$ cat config.mk
export PLATFORM = sky130hd
export DESIGN_NAME = ctrl_pipe_flat
export DESIGN_NICKNAME = d
export VERILOG_FILES = /design/src/rtl/ctrl_pipe_pkg.sv /design/src/rtl/ctrl_pipe_if.sv /design/src/rtl/ctrl_stage_reg.sv /design/src/rtl/ctrl_pipe.sv /design/src/flat_wrapper.sv
export SDC_FILE = /design/constraint.sdc
export NUM_CORES = 1
export LEC_CHECK = 0
export BUFFER_PORTS_ARGS = -buffer_cell sky130_fd_sc_hd__buf_4
export CORE_ASPECT_RATIO = 1.1
export CORE_UTILIZATION = 53
export CTS_CLUSTER_SIZE = 14
export DETAILED_ROUTE_END_ITERATION = 8
export PLACE_DENSITY_LB_ADDON = 0.25
export SLEW_MARGIN = 20
export SYNTH_ARGS = -nofsm -noshare
export SYNTH_HDL_FRONTEND = slang
export SYNTH_SLANG_ARGS = --single-unit
export TNS_END_PERCENT = 1
$ cat constraint.sdc
create_clock -name clk -period 1.71 [get_ports clk]
set_clock_uncertainty 0.05 [all_clocks]
set_input_delay 0.0855 -clock clk [delete_from_list [all_inputs] [get_ports clk]]
set_output_delay 0.0855 -clock clk [all_outputs]
set_load 0.01 [all_outputs]
$ cat src/rtl/ctrl_pipe_pkg.sv
// Shared constants and types for the decode-to-writeback control pipeline.
// Bundle layout puts alucontrol in the top byte so alucontrol[7] doubles as the divide marker.
package ctrl_pipe_pkg;

  localparam int CW_DEF = 13;

  localparam int STG_E = 0;
  localparam int STG_M = 1;
  localparam int STG_W = 2;

  localparam int BIT_MEMTOREG   = 0;
  localparam int BIT_MEMWRITE   = 1;
  localparam int BIT_ALUSRC     = 2;
  localparam int BIT_REGDST     = 3;
  localparam int BIT_REGWRITE   = 4;
  localparam int BIT_ALUCTL_LSB = 5;
  localparam int BIT_MDU_DEF    = 12;

  typedef enum logic {IDLE, BUSY} seq_state_e;

endpackage

$ cat src/rtl/ctrl_pipe_if.sv
// Decode-side bundle/handshake bus of the control pipeline.
interface ctrl_pipe_if #(
  parameter int CW     = 13,
  parameter int NSTAGE = 3
);
  logic [CW-1:0]        ctrlD;
  logic                 validD;
  logic [NSTAGE-1:0]    stall_i;
  logic [NSTAGE-1:0]    flush_i;
  logic [NSTAGE*CW-1:0] ctrl_o;
  logic [NSTAGE-1:0]    valid_o;
  logic                 stall_req;
  logic                 mdu_busy;
  logic                 mdu_done;

  modport master (
    output ctrlD, validD, stall_i, flush_i,
    input  ctrl_o, valid_o, stall_req, mdu_busy, mdu_done
  );

  modport slave (
    input  ctrlD, validD, stall_i, flush_i,
    output ctrl_o, valid_o, stall_req, mdu_busy, mdu_done
  );
endinterface

$ cat src/rtl/ctrl_stage_reg.sv
// One pipeline stage: control bundle plus valid, with bubble > hold > load priority.
module ctrl_stage_reg #(
  parameter int CW = 13
) (
  input  logic          clk,
  input  logic          rst,
  input  logic          bubble_i,
  input  logic          hold_i,
  input  logic [CW-1:0] ctrl_i,
  input  logic          valid_i,
  output logic [CW-1:0] ctrl_o,
  output logic          valid_o
);
  logic [CW-1:0] ctrl_q, ctrl_d;
  logic          valid_q, valid_d;

  always_comb begin
    ctrl_d  = ctrl_q;
    valid_d = valid_q;
    if (bubble_i) begin
      ctrl_d  = '0;
      valid_d = 1'b0;
    end else if (!hold_i) begin
      ctrl_d  = ctrl_i;
      valid_d = valid_i;
    end
  end

  always_ff @(posedge clk) begin
    if (!rst) begin
      ctrl_q  <= '0;
      valid_q <= 1'b0;
    end else begin
      ctrl_q  <= ctrl_d;
      valid_q <= valid_d;
    end
  end

  assign ctrl_o  = ctrl_q;
  assign valid_o = valid_q;
endmodule

$ cat src/rtl/ctrl_pipe.sv
// Control pipeline top: per-stage stall/flush with bubble insertion, plus the
// multicycle-divide sequencer that holds E and raises the hazard-unit stall request.
module ctrl_pipe
  import ctrl_pipe_pkg::*;
#(
  parameter int CW         = CW_DEF,
  parameter int NSTAGE     = 3,
  parameter int MDU_BIT    = BIT_MDU_DEF,
  parameter int DIV_CYCLES = 32
) (
  input logic        clk,
  input logic        rst,
  ctrl_pipe_if.slave bus
);
  localparam int CNTW = (DIV_CYCLES > 1) ? $clog2(DIV_CYCLES) : 1;

  logic [NSTAGE-1:0][CW-1:0] ctrl_q, up_ctrl;
  logic [NSTAGE-1:0]         vld_q, up_vld, st, hold;
  seq_state_e                state_q, state_d;
  logic [CNTW-1:0]           cnt_q, cnt_d;
  logic                      stall_req_w, load_div;

  assign stall_req_w = (state_q == BUSY) && (cnt_q != '0);

  // A stage loading behind a holding upstream takes a bubble, so nothing is duplicated.
  always_comb begin
    st         = bus.stall_i;
    st[STG_E]  = bus.stall_i[STG_E] | stall_req_w;
    hold       = st & ~bus.flush_i;
    up_ctrl    = '0;
    up_vld     = '0;
    up_ctrl[0] = bus.ctrlD;
    up_vld[0]  = bus.validD;
    for (int k = 1; k < NSTAGE; k++) begin
      if (!hold[k-1]) begin
        up_ctrl[k] = ctrl_q[k-1];
        up_vld[k]  = vld_q[k-1];
      end
    end
  end

  for (genvar k = 0; k < NSTAGE; k++) begin : g_stg
    ctrl_stage_reg #(.CW(CW)) u_stg (
      .clk      (clk),
      .rst      (rst),
      .bubble_i (bus.flush_i[k]),
      .hold_i   (hold[k]),
      .ctrl_i   (up_ctrl[k]),
      .valid_i  (up_vld[k]),
      .ctrl_o   (ctrl_q[k]),
      .valid_o  (vld_q[k])
    );
  end

  // A new divide may start on the same edge the previous one leaves E.
  always_comb begin
    state_d  = state_q;
    cnt_d    = cnt_q;
    load_div = !bus.flush_i[STG_E] && !st[STG_E] && bus.validD &&
               bus.ctrlD[MDU_BIT] && (DIV_CYCLES > 1);
    if (state_q == BUSY && bus.flush_i[STG_E]) begin
      state_d = IDLE;
      cnt_d   = '0;
    end else if (state_q == BUSY && cnt_q != '0) begin
      cnt_d = cnt_q - 1'b1;
    end else if (load_div) begin
      state_d = BUSY;
      cnt_d   = CNTW'(DIV_CYCLES - 1);
    end else begin
      state_d = IDLE;
      cnt_d   = '0;
    end
  end

  always_ff @(posedge clk) begin
    if (!rst) begin
      state_q <= IDLE;
      cnt_q   <= '0;
    end else begin
      state_q <= state_d;
      cnt_q   <= cnt_d;
    end
  end

  assign bus.ctrl_o    = ctrl_q;
  assign bus.valid_o   = vld_q;
  assign bus.stall_req = stall_req_w;
  assign bus.mdu_busy  = (state_q == BUSY);
  assign bus.mdu_done  = (state_q == BUSY && cnt_q == '0) ||
                         (DIV_CYCLES == 1 && vld_q[STG_E] && ctrl_q[STG_E][MDU_BIT]);
endmodule
$ cat src/flat_wrapper.sv
// flat-port wrapper written by rule: the top's interface ports become plain ports
module ctrl_pipe_flat import ctrl_pipe_pkg::*;
#(
  parameter int CW         = CW_DEF,
  parameter int NSTAGE     = 3,
  parameter int MDU_BIT    = BIT_MDU_DEF,
  parameter int DIV_CYCLES = 32
)
  (clk, rst, bus_ctrlD, bus_validD, bus_stall_i, bus_flush_i, bus_ctrl_o, bus_valid_o, bus_stall_req, bus_mdu_busy, bus_mdu_done);
  ctrl_pipe_if #(.CW(CW), .NSTAGE(NSTAGE)) bus_i ();
  input logic clk;
  input logic rst;
  input wire logic [$bits(bus_i.ctrlD)-1:0] bus_ctrlD;
  input wire logic [$bits(bus_i.validD)-1:0] bus_validD;
  input wire logic [$bits(bus_i.stall_i)-1:0] bus_stall_i;
  input wire logic [$bits(bus_i.flush_i)-1:0] bus_flush_i;
  output wire logic [$bits(bus_i.ctrl_o)-1:0] bus_ctrl_o;
  output wire logic [$bits(bus_i.valid_o)-1:0] bus_valid_o;
  output wire logic [$bits(bus_i.stall_req)-1:0] bus_stall_req;
  output wire logic [$bits(bus_i.mdu_busy)-1:0] bus_mdu_busy;
  output wire logic [$bits(bus_i.mdu_done)-1:0] bus_mdu_done;
  assign bus_i.ctrlD = bus_ctrlD;
  assign bus_i.validD = bus_validD;
  assign bus_i.stall_i = bus_stall_i;
  assign bus_i.flush_i = bus_flush_i;
  assign bus_ctrl_o = bus_i.ctrl_o;
  assign bus_valid_o = bus_i.valid_o;
  assign bus_stall_req = bus_i.stall_req;
  assign bus_mdu_busy = bus_i.mdu_busy;
  assign bus_mdu_done = bus_i.mdu_done;
  ctrl_pipe #(.CW(CW), .NSTAGE(NSTAGE), .MDU_BIT(MDU_BIT), .DIV_CYCLES(DIV_CYCLES)) u_core (.clk(clk), .rst(rst), .bus(bus_i));
endmodule
==> results of run 1 <==
==> worst register-to-register path, cell delays in order (launching register included) <==
cell and delay (ns):
dfxtp_2 0.33, inv_2 0.06, ha_4 0.12, nor4b_4 0.26, buf_4 0.24, nor3_1 0.07
or3_1 0.37
==> cell usage in the layout, fill, tap and decap left out, types with 2 or more instances in the layout <==
master / instances
o211ai_1: 15
buf_4: 78
nand3b_1: 15
inv_1: 16
o21ai_1: 8
nor4b_1: 13
o21ai_0: 6
dfxtp_2: 2
nand2_1: 29
a21oi_1: 16
dfxtp_1: 46
inv_2: 2
nor3_1: 15
o31ai_1: 3
and2_1: 14
nand4b_1: 27
nor2b_1: 2
xnor2_1: 2
or3_1: 13
o41ai_1: 13
clkbuf_8: 5
nand2b_1: 17
==> flip-flops by register name, summed over array words and instances, names as in the netlist <==
| name | cells |
|---|---|
| u_core.bus.mdu_busy | 1 |
| u_core.cnt_q | 5 |
| u_core.g_stg.u_stg.ctrl_o | 39 |
| u_core.g_stg.u_stg.valid_o | 3 |
==> metrics by stage <==
stage               utilization  cell area (sq um)  total power, mW  setup TNS (ns)  setup slack, ns
detailed placement        0.659               3130             1.56               0           0.0546
floorplan                     -               2670             1.43               0            0.152
CTS                       0.688               3270             2.37         -0.0123          -0.0123
global placement          0.659               3130             1.56               0            0.141
global route              0.699               3320             2.46          -0.149          -0.0354
finish                    0.699               3320             2.36               0           0.0535
==> report_power, final <==
group	leakage [nW]	switching (mW)	internal, mW
sequential	0.391	0.0413	1.15
combinational	0.894	0.186	0.171
clock	0.0552	0.376	0.434
==> synthesized netlist by cell type (3+ instances only) <==
cell type  count  area, sq um
a21oi_1       16         80.1
and2_1        15         93.8
buf_2          5         25.0
buf_4          5         37.5
buf_6          3         33.8
clkbuf_1      20         75.1
dfxtp_1       48          961
inv_1         18         67.6
nand2_1       29          109
nand2b_1      18          113
nand3b_1      15          113
nand4b_1      27          236
nor3_1        15         75.1
nor4b_1       13          114
o211ai_1      15          113
o21ai_0        6         30.0
o21ai_1        8         40.0
o31ai_1        3         22.5
o41ai_1       13          114
or3_1         13         81.3
==> kinds of logic (layout without fill, tap and decap cells) <==
logic type	Yosys count	after routing	synth area share
AOI/OAI and AO/OA	64	64	0.159
xor gates and xnor gates	2	2	0.00657
adders and majority gates	1	1	0.00469
buffers and inverters	54	108	0.0944
DFF	48	48	0.361
and+or+nand+nor	151	151	0.375
==> routing by layer <==
metal / global-route usage / part of all wire / vias up
li1: - / - / 1267
met1: 0.319 / 0.45 / 1193
met2: 0.387 / 0.48 / 70
met3: 0.0463 / 0.051 / 8
met4: 0.0780 / 0.015 / 0
met5: 0 / 0 / -
==> how the worst max path moves through the flow <==
stage | from | cells after the start | to | slack (ns)
final | u_core.cnt_q[0] | 6 | bus_stall_req | 0.05
after global routing | u_core.cnt_q[0] | 6 | bus_stall_req | -0.04
after CTS | u_core.cnt_q[0] | 6 | bus_stall_req | -0.01
after floorplan | u_core.cnt_q[0] | 6 | u_core.g_stg[0].u_stg.ctrl_o[3] | 0.15
after detailed placement | u_core.cnt_q[0] | 6 | u_core.g_stg[0].u_stg.ctrl_o[10] | 0.05
after global placement | u_core.cnt_q[0] | 6 | u_core.g_stg[0].u_stg.ctrl_o[9] | 0.14
==> what timing repair did <==
item / 4_1_cts / 5_1_grt
setup endpoints to repair: 2 / 17
hold endpoints to repair: 1 / 0
setup buffers: 1 / 4
hold buffers: 1 / 0
pin swaps: 0 / 1
gates resized for setup: 5 / 8
==> cell type report <==
type	instances	share of cell area
Clock buffer	6	0.0218
Multi-Input combinational cell	218	0.444
Tap cell	56	0.0211
Sequential cell	48	0.290
Timing Repair Buffer	81	0.189
Clock inverter	2	0.0105
Inverter	19	0.0237
==> flow_summary.ini, run 1 <==
[die]
placementRows = 26
num_io_pins = 67
core_area_sq_um = 4750
dieArea_sq_um = 5320
initial_core_util = 0.561
die_h_um = 76.4
die_width_um = 69.6

[global_routing]
grt_max_degree = 37
grt_pass1_vias = 2215
grt_pass1_wl_mm = 10.5
gr-total-overflow = 0
grt_usage = 0.239
antenna_found_initial = 0

[clocking]
clkSinkCount = 48
cts_htree_levels = 2
clockBufferDepth = 2
clock_latency_ns = 0.30
cts_inserted_buffers = 5
clk_pin_slew_worst_paths_ns = 0.09
cts_tree = done
root_buffer = clkbuf_8

[timing]
max_freq_mhz = 604
hold_violations = 0
relSlewSlack = 0.385
period_share = 0.969
period_minus_slack_ns = 1.66
rsz0062_at_grt = true
worst-slew-pin-transition_ns = 0.921
setup_violations = 0
report.final.slew_viol_count = 0
hold_slack_ns = 0.0931

[synth]
synth-async-reset-ratio = 0
seq_area_frac_synth = 0.361
synth_edf_count = 0
synth.avg_cell_area_sq_um = 8.33
ys_warn_count = 0
ys_types = 33
netlist_area_sq_um = 2670
syn_nets = 343
ys_ff_latch = 48
synth_top_flop_cell = dfxtp_1
netlist_instances = 320

[cells_and_area]
drive_gt1_frac = 0.257
seq_area_sq_um = 963
n_antenna_cell = 0
syn_to_final_growth_pct = 24.6
final_nets = 396
fillers = 408
multi_input_area_sq_um = 1480
final_cells = 430

[route]
wire_per_inst_um = 14.3
antenna_left = 0
drc_errors = 0
num_vias = 2538
drt-total-wl_mm = 6.16
drtPass1Iterations = 4
drt_iter0_drc = 89
drt-vias-per-instance = 5.90

[placement]
globalplace.congestion = 0.743
placedCellCount = 416
io_buffers = 66
dp_hpwl_mm = 4.15

[hold_path]
hold_class = input pin to register
min_from = bus_stall_i[2]
hold_depth = 3
whs_endpoint = u_core.g_stg[2].u_stg.ctrl_o[1]

[setup_path]
regToRegSetupSlack_ns = 0.08
cp_slowest_stage_delay_ns = 0.33
critPathBufInv = 3
crit_family = simple AND/OR/NAND/NOR gates
reg2regPathDepth = 6
end_kind = output pin
slowest_stage = dfxtp_2
r2r-start = u_core.cnt_q[0]
crit_type = register to output pin
cp_data_arrival_time_ns = 1.52
cp_max_fo = 16
regToRegEndpoint = u_core.g_stg[0].u_stg.ctrl_o[10]
start_kind = register
worstPathRequired_ns = 1.57
crit_path_cell_trace = inv_2 > ha_4 > nor4b_4 > nand2b_4 > inv_8 > buf_4

[power_and_ir_drop]
power.density_nw_per_um2 = 711
irDropWorstVdd_v = 0.000385
leakage_nw = 1.34

[flow_run]
max-cap-violations = 0

[outcome]
outcome = finished clean
Note: power is estimated with default switching activity, not from simulation.
==> run 2: changes to the inputs <==
--- a/config.mk
+++ b/config.mk
@@ -5,9 +5,10 @@
 export SDC_FILE = /design/constraint.sdc
 export NUM_CORES = 1
 export LEC_CHECK = 0
+export ABC_AREA = 1
 export BUFFER_PORTS_ARGS = -buffer_cell sky130_fd_sc_hd__buf_4
 export CORE_ASPECT_RATIO = 1.1
-export CORE_UTILIZATION = 53
+export CORE_UTILIZATION = 49
 export CTS_CLUSTER_SIZE = 14
 export DETAILED_ROUTE_END_ITERATION = 8
 export PLACE_DENSITY_LB_ADDON = 0.25
==> flow_summary.ini, run 2 <==
[outcome]
outcome = finished clean

[route]
drc_errors = 0
drtPass1Iterations = 4
antenna_left = 0
drt_iter0_drc = 118
wire_per_inst_um = 12.2
drt-vias-per-instance = 4.97
drt-total-wl_mm = 4.21
num_vias = 1714

[setup_path]
crit_path_cell_trace = inv_1 > ha_1 > nand3_2 > nand2_4 > nand2_4 > nand2_8 > nor2_1 > nor2_1
cp_slowest_stage_delay_ns = 0.36
cp_data_arrival_time_ns = 1.68
start_kind = register
regToRegEndpoint = u_core.g_stg[0].u_stg.ctrl_o[7]
r2r-start = u_core.cnt_q[0]
crit_type = register to register
critPathBufInv = 1
crit_family = simple AND/OR/NAND/NOR gates
reg2regPathDepth = 8
slowest_stage = dfxtp_1
worstPathRequired_ns = 1.85
regToRegSetupSlack_ns = 0.18
cp_max_fo = 28
end_kind = register

[clocking]
clockBufferDepth = 2
cts_inserted_buffers = 5
post_cts_resized = 0
post_cts_buffers = 0
cts_htree_levels = 2
clk_pin_slew_worst_paths_ns = 0.08
clkSinkCount = 48
clock_latency_ns = 0.30
cts_tree = done
root_buffer = clkbuf_8

[die]
dieArea_sq_um = 4120
num_io_pins = 67
initial_core_util = 0.514
core_area_sq_um = 3680
placementRows = 23
die_h_um = 67.2
die_width_um = 61.3

[flow_run]
max-cap-violations = 0

[timing]
hold_violations = 0
period_minus_slack_ns = 1.53
setup_slack_ns = 0.175
max_freq_mhz = 652
relSlewSlack = 0.337
hold_slack_ns = 0.00255
rsz0062_at_grt = false
setup_tns_ns = 0
report.final.slew_viol_count = 0
worst-slew-pin-transition_ns = 0.995
period_share = 0.897
setup_violations = 0

[synth]
ys_types = 26
seq_area_frac_synth = 0.508
synth_top_area_frac = 0.508
synth-async-reset-ratio = 0
synth.avg_cell_area_sq_um = 8.23
synth_most_common_cell = dfxtp_1
syn_nets = 253
ys_ff_latch = 48
synth_top_area_cell = dfxtp_1
netlist_top_cells_area = dfxtp_1 (51%), o21ai_0 (12%), a21oi_1 (7.1%)
synthTopCellsByCount = dfxtp_1 (48), o21ai_0 (44), nor2_1 (32)
netlist_area_sq_um = 1890
synth_edf_count = 0
netlist_instances = 230
synth_top_flop_cell = dfxtp_1
ys_warn_count = 0

[placement]
io_buffers = 66
dp_slack_ns = 0.190
postPlaceCellArea_sq_um = 2350
placedCellCount = 331
dp_hpwl_mm = 3.04
globalplace.congestion = 0.726

[cells_and_area]
largest_reg_flops = 39
syn_to_final_growth_pct = 33.4
n_antenna_cell = 0
final_cell_mix = buf_4 (67), dfxtp_1 (48), o21ai_0 (44), nor2_1 (32), a21oi_1 (27)
mostFrequentLayoutCell = buf_4
final_nets = 317
final_cells = 345
drive_gt1_frac = 0.315
final_area_sq_um = 2530
finish.utilization = 0.686

[global_routing]
grt_pass1_wl_mm = 6.71
antenna_found_initial = 0
grt_max_degree = 29
grt_usage = 0.227
gr-total-overflow = 0
grt_pass1_vias = 1546

[hold_path]
min_from = bus_ctrlD[5]
hold_depth = 3
hold_class = input pin to register
whs_endpoint = u_core.g_stg[0].u_stg.ctrl_o[5]

[power_and_ir_drop]
leakage_nw = 1.13
power.density_nw_per_um2 = 887
report.power.total_mw = 2.24
irDropWorstVdd_v = 0.000820
==> run 2: cell types whose count changed in the layout (fill, tap and decap cells not counted), moves of 14 or more <==
cell      delta
nand3b_1    -14
nor2_1      +32
o211ai_1    -15
and2_1      -14
nand2b_1    -17
nand4b_1    -27
o21ai_0     +38
nor3_1      -14
==> run 2: worst reg2reg max path, stage by stage, from the launching register on <==
cell,delay [ns]
dfxtp_1,0.36
inv_1,0.05
ha_1,0.24
nand3_2,0.12
nand2_4,0.07
nand2_4,0.16
nand2_8,0.16
nor2_1,0.16
nor2_1,0.07
==> run 2: how the worst max path moves through the flow <==
stage / startpoint / to / slack, ns / cells after the start
after floorplan: u_core.cnt_q[0] / u_core.g_stg[0].u_stg.ctrl_o[8] / 0.35 / 9
after global placement: bus_stall_i[1] / u_core.g_stg[2].u_stg.ctrl_o[8] / 0.27 / 5
after detailed placement: u_core.cnt_q[0] / u_core.g_stg[1].u_stg.ctrl_o[0] / 0.19 / 8
after CTS: u_core.cnt_q[0] / u_core.g_stg[0].u_stg.ctrl_o[7] / 0.17 / 8
after global routing: u_core.cnt_q[0] / u_core.g_stg[0].u_stg.ctrl_o[7] / 0.07 / 8
final: u_core.cnt_q[0] / u_core.g_stg[0].u_stg.ctrl_o[7] / 0.18 / 8
==> run 2: power by group <==
group	switching, mW	internal [mW]	total, mW	leakage (nW)
combinational	0.136	0.120	0.256	0.688
clock	0.371	0.432	0.803	0.0541
sequential	0.0283	1.15	1.18	0.391
==> run 2: what timing repair did <==
action | CTS | global route
hold buffers | 6 | 0
endpoints found under the hold margin | 6 | 0
endpoints found under the setup margin | 0 | 0
==> run 2: cells by family after synthesis <==
family / Yosys count / synth area share
and+or+nand+nor: 73 / 0.180
AOI/OAI and AO/OA: 77 / 0.215
buffers and inverters: 29 / 0.0806
DFF: 48 / 0.508
xor gates and xnor gates: 2 / 0.00925
adders and majority gates: 1 / 0.00661
==> run 2: area by class of cell <==
type	count	area [sq um]
fill	335	1160
sequential	48	961
multi-input combinational	153	779
timing repair buffer	73	563
clock buffer	5	68.8
tap	50	62.6
inverter	13	48.8
clock inverter	3	42.5
==> run 2: per-layer routing <==
layer / vias to the layer above / part of all wire / global-route usage / routed length [um]
met2: 55 / 0.51 / 0.399 / 2140
met3: 10 / 0.054 / 0.0556 / 229
li1: 878 / - / - / -
met5: - / 0 / 0 / 0
met4: 0 / 0.024 / 0.122 / 103
met1: 771 / 0.41 / 0.245 / 1740
==> run 3: changes to the inputs <==
--- a/config.mk
+++ b/config.mk
@@ -12,6 +12,7 @@
 export CTS_CLUSTER_SIZE = 14
 export DETAILED_ROUTE_END_ITERATION = 8
 export PLACE_DENSITY_LB_ADDON = 0.25
+export RECOVER_POWER = 50
 export SLEW_MARGIN = 20
 export SYNTH_ARGS = -nofsm -noshare
 export SYNTH_HDL_FRONTEND = slang
==> flow_summary.ini, run 3 (same netlist as run 2, synthesis figures left out) <==
[power_and_ir_drop]
p_int_mw = 1.68
p_clk_frac = 0.363
irDropWorstVdd_v = 0.000818
p_comb_frac = 0.104
pwr-share-seq = 0.533
power.switching_mw = 0.537
switching_share = 0.242
power.density_nw_per_um2 = 938
leakage_nw = 0.953

[clocking]
clk_pin_slew_worst_paths_ns = 0.08
cts_tree = done
clkSinkCount = 48
cts_inserted_buffers = 5
post_cts_resized = 0
clockBufferDepth = 2
root_buffer = clkbuf_8
clock_latency_ns = 0.30
cts_htree_levels = 2

[global_routing]
antenna_found_initial = 0
use_met2 = 0.399
grt_max_degree = 29
grt_busiest_layer = met2
use_met1 = 0.245
grt_usage = 0.227
gr-total-overflow = 0
use_met3 = 0.0556
grt_pass1_wl_mm = 6.71
grt_pass1_vias = 1546

[cells_and_area]
finish.utilization = 0.642
largest_reg_flops = 39
seq_area_sq_um = 961
final_area_sq_um = 2360
multi_input_area_sq_um = 779
drive_gt1_frac = 0.169
mostFrequentLayoutCell = dfxtp_1
n_antenna_cell = 0
final_nets = 317
final_cells = 345
syn_to_final_growth_pct = 24.9
fillers = 375
final_cell_mix = dfxtp_1 (48), o21ai_0 (44), clkbuf_1 (43), nor2_1 (32), a21oi_1 (27)

[timing]
hold_violations = 0
worst-slew-pin-transition_ns = 0.999
rsz0062_at_grt = false
report.final.slew_viol_count = 0
period_minus_slack_ns = 1.54
setup_tns_ns = 0
max_freq_mhz = 651
setup_violations = 0
period_share = 0.898
setup_slack_ns = 0.174
relSlewSlack = 0.334

[route]
drt-vias-per-instance = 4.94
drt-total-wl_mm = 4.25
wire_per_inst_um = 12.3
antenna_left = 0
drtPass1Iterations = 4
drc_errors = 0
drt_iter0_drc = 101
num_vias = 1706

[setup_path]
end_kind = register
crit_type = register to register
regToRegSetupSlack_ns = 0.17
start_kind = register
cp_data_arrival_time_ns = 1.68
crit_family = simple AND/OR/NAND/NOR gates
cp_max_fo = 28
critPathBufInv = 1
cp_slowest_stage_delay_ns = 0.36
crit_path_cell_trace = inv_1 > ha_1 > nand3_2 > nand2_4 > nand2_4 > nand2_8 > nor2_1 > nor2_1
worstPathRequired_ns = 1.85
slowest_stage = dfxtp_1

[placement]
placedCellCount = 331
postPlaceCellArea_sq_um = 2350
dp_hpwl_mm = 3.04
io_buffers = 66
globalplace.congestion = 0.726
dp_slack_ns = 0.190

[die]
die_h_um = 67.2
placementRows = 23
die_width_um = 61.3
num_io_pins = 67
dieArea_sq_um = 4120
initial_core_util = 0.514
core_area_sq_um = 3680

[hold_path]
hold_class = input pin to register

[outcome]
outcome = finished clean

[flow_run]
max-cap-violations = 0
==> run 3: layout make-up <==
class	instances	area share
inverters	13	0.0206
flip-flops and latches	48	0.406
repair buffers	73	0.170
well taps	50	0.0265
clock inverters	3	0.0180
multi-input cells	153	0.330
clock buffers	5	0.0291
==> run 3: layer usage <==
metal  share of wire  routed length, um
met1            0.42               1800
met2            0.50               2120
met3           0.054                231
met4           0.025                105
met5               0                  0
==> run 3: final timing paths <==
check	end	from	cells after the start
worst max-delay path	u_core.g_stg[0].u_stg.ctrl_o[7]	u_core.cnt_q[0]	8
worst min-delay path	u_core.g_stg[0].u_stg.ctrl_o[12]	bus_ctrlD[12]	3
worst max register to register	u_core.g_stg[0].u_stg.ctrl_o[7]	u_core.cnt_q[0]	8
worst min register to register	u_core.cnt_q[0]	u_core.cnt_q[0]	1
==> run 3: repair_timing <==
item	4_1_cts	5_1_grt
hold buffers	6	0
hold endpoints to repair	6	0
buffers inserted	0	0
==> run 3: through the flow <==
stage          power [mW]  hold WS (ns)
2_1_floorplan        1.35         0.199
3_3_place_gp         1.45         0.297
3_5_place_dp         1.45         0.294
4_1_cts              2.26      0.000818
5_1_grt              2.32        0.0126
6_report             2.22       0.00341
==> run 3: power by group through the flow <==
stage / Clock (mW) / Combinational (mW) / Sequential [mW]
floorplan: 0 / 0.134 / 1.22
global placement: 0 / 0.241 / 1.21
detailed placement: 0 / 0.244 / 1.21
CTS: 0.824 / 0.258 / 1.18
global route: 0.871 / 0.259 / 1.19
finish: 0.806 / 0.231 / 1.18
==> run 3: worst reg2reg max path, delay by kind of cell, from the launching register on <==
family / cells / cell delay, ns
DFF: 1 / 0.36
and+or+nand+nor: 6 / 0.74
adders and majority gates: 1 / 0.24
buffers and inverters: 1 / 0.05
